File: src/rtl/fetch_decode_hazard_ctrl.sv
// fetch_decode_hazard_ctrl: Fetch/Decode pipeline control for load-use stalls, Execute redirects
// and instruction-memory waits, with saturating stall/flush event counters.
module fetch_decode_hazard_ctrl (
    input  logic        clk,
    input  logic        reset_n,
    input  logic        im_valid,
    input  logic [4:0]  rs_d,
    input  logic [4:0]  rt_d,
    input  logic        uses_rt_d,
    input  logic        mem_read_e,
    input  logic [4:0]  rt_e,
    input  logic        pc_src_e,
    output logic        pc_en,
    output logic        ifid_en,
    output logic        ifid_flush,
    output logic        idex_flush,
    output logic [1:0]  state,
    output logic [15:0] stall_cnt,
    output logic [15:0] flush_cnt
);
    typedef enum logic [1:0] {BOOT = 2'd0, RUN = 2'd1, IMWAIT = 2'd2, DRAIN = 2'd3} state_e;
    state_e      state_q, state_d;
    logic [15:0] stall_cnt_q, stall_cnt_d;
    logic [15:0] flush_cnt_q, flush_cnt_d;
    logic        lu, stall_inc, flush_inc;
    assign lu = mem_read_e & (rt_e != 5'd0) & ((rt_e == rs_d) | (uses_rt_d & (rt_e == rt_d)));
    always_comb begin
        state_d    = state_q;
        pc_en      = 1'b0;
        ifid_en    = 1'b0;
        ifid_flush = 1'b0;
        idex_flush = 1'b0;
        stall_inc  = 1'b0;
        flush_inc  = 1'b0;
        case (state_q)
            BOOT: begin
                ifid_flush = 1'b1;
                idex_flush = 1'b1;
                state_d    = RUN;
            end
            RUN: begin
                if (pc_src_e) begin
                    pc_en      = 1'b1;
                    ifid_flush = 1'b1;
                    idex_flush = 1'b1;
                    flush_inc  = 1'b1;
                    // Without data this cycle the wrong-path fetch is still in flight.
                    state_d    = im_valid ? RUN : DRAIN;
                end else if (lu) begin
                    idex_flush = 1'b1;
                    stall_inc  = 1'b1;
                end else if (!im_valid) begin
                    ifid_flush = 1'b1;
                    stall_inc  = 1'b1;
                    state_d    = IMWAIT;
                end else begin
                    pc_en   = 1'b1;
                    ifid_en = 1'b1;
                end
            end
            IMWAIT: begin
                if (pc_src_e) begin
                    pc_en      = 1'b1;
                    ifid_flush = 1'b1;
                    idex_flush = 1'b1;
                    flush_inc  = 1'b1;
                    state_d    = DRAIN;
                end else if (im_valid) begin
                    pc_en   = 1'b1;
                    ifid_en = 1'b1;
                    state_d = RUN;
                end else begin
                    ifid_flush = 1'b1;
                    stall_inc  = 1'b1;
                end
            end
            default: begin
                ifid_flush = 1'b1;
                stall_inc  = 1'b1;
                state_d    = im_valid ? RUN : DRAIN;
            end
        endcase
    end
    assign stall_cnt_d = (stall_inc && stall_cnt_q != 16'hFFFF) ? stall_cnt_q + 16'd1 : stall_cnt_q;
    assign flush_cnt_d = (flush_inc && flush_cnt_q != 16'hFFFF) ? flush_cnt_q + 16'd1 : flush_cnt_q;
    always_ff @(posedge clk or negedge reset_n) begin
        if (!reset_n) begin
            state_q     <= BOOT;
            stall_cnt_q <= 16'd0;
            flush_cnt_q <= 16'd0;
        end else begin
            state_q     <= state_d;
            stall_cnt_q <= stall_cnt_d;
            flush_cnt_q <= flush_cnt_d;
        end
    end
    assign state     = state_q;
    assign stall_cnt = stall_cnt_q;
    assign flush_cnt = flush_cnt_q;
endmodule

File: config.mk
export PLATFORM = sky130hd
export DESIGN_NAME = fetch_decode_hazard_ctrl
export DESIGN_NICKNAME = d
export VERILOG_FILES = /design/src/rtl/fetch_decode_hazard_ctrl.sv
export SDC_FILE = /design/constraint.sdc
export NUM_CORES = 1
export LEC_CHECK = 0
export ABC_AREA = 1
export BUFFER_PORTS_ARGS = -buffer_cell sky130_fd_sc_hd__buf_2
export CAP_MARGIN = 10
export CORE_ASPECT_RATIO = 0.8
export CORE_UTILIZATION = 50
export CTS_CLUSTER_SIZE = 25
export DETAILED_ROUTE_END_ITERATION = 8
export PLACE_DENSITY = 0.76
export SLEW_MARGIN = 40
export SYNTH_ARGS = -nofsm -noshare
export SYNTH_HDL_FRONTEND = slang
export SYNTH_SLANG_ARGS = --single-unit
export TNS_END_PERCENT = 20
File: constraint.sdc
create_clock -name clk -period 1.75 [get_ports clk]
set_clock_uncertainty 0.05 [all_clocks]
set_input_delay 0.35 -clock clk [delete_from_list [all_inputs] [get_ports clk]]
set_output_delay 0.35 -clock clk [all_outputs]
set_load 0.01 [all_outputs]
==> out/metrics.cfg <==
[setup_path]
cp_cell_sequence = inv_2, ha_2, buf_6, a21oi_2, a31oi_1, buf_2
critPathTopFamily = flip-flops
critical_path_peak_fanout = 4
cp_num_buf_inv = 3
end_kind = output port
crit_type = reg2out
slowest_stage = dfrtp_2
crit_required_ps = 1350
arrival_ps = 1550
cp-start-kind = flip-flop
max_stage_delay_ps = 430

[pwr]
intPower_uw = 1980
vdd_drop_max_mv = 0.848
p_leak_uw = 0.00164
pwr-share-seq_pct = 32.3
p_clk_share_pct = 15.5
swShare_pct = 43.7
p_sw_uw = 1540
power_density_nw_per_um2 = 1160
combinationalPowerShare_pct = 52.2

[synth]
seq_area_frac_synth_pct = 34.6
avgSynthCellArea_um2 = 7.27
synthCells = 338
synth_top_family_by_area = simple AND/OR/NAND/NOR gates
syn-cell-area_um2 = 2460
synthMuxAreaShare_pct = 0
yosys_warnings = 0
synth_compound_area_share_pct = 3.52
yosys.area.top_type_share_pct = 34.6
syn-num-nets = 365
yosys_register_bits = 34
synth_cell_types = 28
synth_area_leaders = dfrtp_1 (35%), nand2_1 (15%), nand3_1 (6.9%)
synth-adder-area-share_pct = 3.06
synth_top_area_cell = dfrtp_1
yosys.area_share.simple_pct = 40.0
synthXorXnorAreaFrac_pct = 9.63

[timing]
finalHoldViolCount = 0
grt_setup_unrepaired = yes
layout_setup_ws_ps = -197
min_period_ps = 1950
slew_headroom_pct = 71.1
setup_viol = 4
finalMaxSlewViolations = 0
tightest_slew_ps = 433
fin_crit_sh_pct = 111
max_freq_mhz = 514

[finish]
area_delta_synth_final_pct = 23.8
finalNonFillerCells = 475
drive_gt1_share_pct = 32.3
fin_area_um2 = 3040
fin_nets = 442
num_antenna_cells = 0

[floorplan]
core_um2 = 4650
start_util_pct = 52.8
die_h_um = 64.7
die_x_um = 80.4
ioPinCount = 59
rows = 22
dieArea_um2 = 5200

[place]
post-place-cells = 464
place_area_um2 = 2870
routabilityCongestion = 0.888
place_hpwl_um = 4050
port_buffers = 58

[cts]
clkTransAtPathRegs_ps = 70
cts_tree = done
worstSkewPairLatency_ps = 280
cts_sinks = 34
cts.htree.levels = 2
clock-root-buffer = clkbuf_8
cts_buffer_depth = 2
cts_buffers = 5

[detailed_routing]
wl_per_cell_um = 11.4
ant_nets = 0
drt_iter0_markers = 174
drc = 0
viasPerCell = 4.96
drt-pass1-iter-count = 5
vias = 2356
wl_um = 5430

[global_route]
antenna_found_initial = 0
grt_pass1_vias = 2120
grt_use_met1_pct = 31.6
gr-usage-met3_pct = 2.96
grt_max_degree = 35
grt_busiest_layer = met2
grt_use_met2_pct = 35.8
grt_use_total_pct = 22.7
grt_pass1_wl_um = 9280
grt.overflow.total = 0

[job]
drv_cap = 0

[hold_path]
worstHoldPathType = in2async

[status]
violations = negative setup slack
status = finished, violations left

-- final timing paths --
path	from	to	slack, ps	depth (start not counted)
worst max-delay path	state[0]$_DFFE_PN0P_	idex_flush	-200	6
worst min-delay path	reset_n	stall_cnt[1]$_DFFE_PN0P_	40	2
worst max register to register	state[1]$_DFFE_PN0P_	stall_cnt[8]$_DFFE_PN0P_	90	9
worst min register to register	flush_cnt[5]$_DFFE_PN0P_	flush_cnt[5]$_DFFE_PN0P_	470	1
max in group asynchronous	reset_n	state[0]$_DFFE_PN0P_	1290	2
min in group clk	im_valid	state[1]$_DFFE_PN0P_	370	4
-- synthesized netlist by cell type, drive strengths merged --
cell type and instances:
o22ai 1, ha 6, nor2 31, xnor2 12, nand2 120, xor2 15
nor4 1, nand4 4, nor3 12, o211ai 1, inv 46, a31oi 1
and2 1, o21ai 8, buf 5, a21oi 3, dfrtp 34, nand3 37
-- worst reg2reg max path: stages (launching register included) --
cell,delay [ps]
dfrtp_2,450
inv_4,90
ha_4,140
inv_2,50
nor2_1,210
nand3_4,140
nand2_8,160
nand2_8,130
nand2_2,100
nand2_2,50
-- layout by cell type, fill, tap and decap left out, types with 2 or more instances in the layout --
cell      instances
inv_2             8
xnor2_1          12
buf_2            58
nand3_2           2
nand2_8           2
nor2_1           30
nand2_2          24
ha_2              3
clkbuf_8          5
inv_1            37
o21ai_0           7
nand2_1          94
ha_4              2
dfrtp_2           2
clkinv_2          2
nand3_1          33
xor2_1           15
nand4_1           4
buf_4            15
buf_6             2
nand3_4           2
dfrtp_1          32
nor3_1           10
-- flip-flops by register name (all words and copies together) (netlist names) --
register and flops:
flush_cnt 16, stall_cnt 16, state 2
-- final cells by class --
cell class / instances / area (um^2)
tap: 60 / 75.1
clock buffer: 5 / 68.8
clock inverter: 2 / 10.0
inverter: 46 / 175
sequential: 34 / 853
multi-input combinational: 253 / 1430
fill: 414 / 1610
timing repair buffer: 75 / 425
-- metal layers --
metal  vias up  part of all wire [%]  routed length (um)
li1       1206                     -                   -
met1      1061                    49                2640
met2        82                    45                2450
met3         7                   4.9                 268
met4         0                   1.3                  73
met5         -                     0                   0
-- per-stage QoR --
| stage | setup slack, ps | setup TNS, ps | utilization, % | hold WS [ps] | total power (uW) |
|---|---|---|---|---|---|
| after floorplan | 65.7 | 0 | - | 4.41 | 2280 |
| after global placement | 17.7 | 0 | 61.6 | 353 | 2710 |
| after detailed placement | -11.6 | -11.6 | 61.6 | 358 | 2750 |
| after CTS | -168 | -519 | 64.7 | 51.7 | 3440 |
| after global routing | -246 | -928 | 65.4 | 82.8 | 3810 |
| final | -197 | -454 | 65.4 | 38.2 | 3520 |
-- repair_timing --
item,4_1_cts,5_1_grt
gates resized for setup,10,11
hold buffers,0,0
pin swaps,2,3
setup endpoints to repair,4,21
setup buffers,3,1
-- cells by family after synthesis --
| logic type | after synthesis |
|---|---|
| AOI/OAI and AO/OA | 14 |
| xor gates and xnor gates | 27 |
| adders and majority gates | 6 |
| buffers and inverters | 51 |
| DFF | 34 |
| and+or+nand+nor | 206 |
-- power by group through the flow --
| stage | registers [uW] | clock network (uW) | logic, uW |
|---|---|---|---|
| finish | 1140 | 547 | 1840 |
| global route | 1160 | 595 | 2060 |
| CTS | 1140 | 556 | 1750 |
| detailed placement | 1140 | 0 | 1610 |
| global placement | 1130 | 0 | 1570 |
| floorplan | 1200 | 0 | 1070 |
Note: power is estimated with default switching activity, not from simulation.
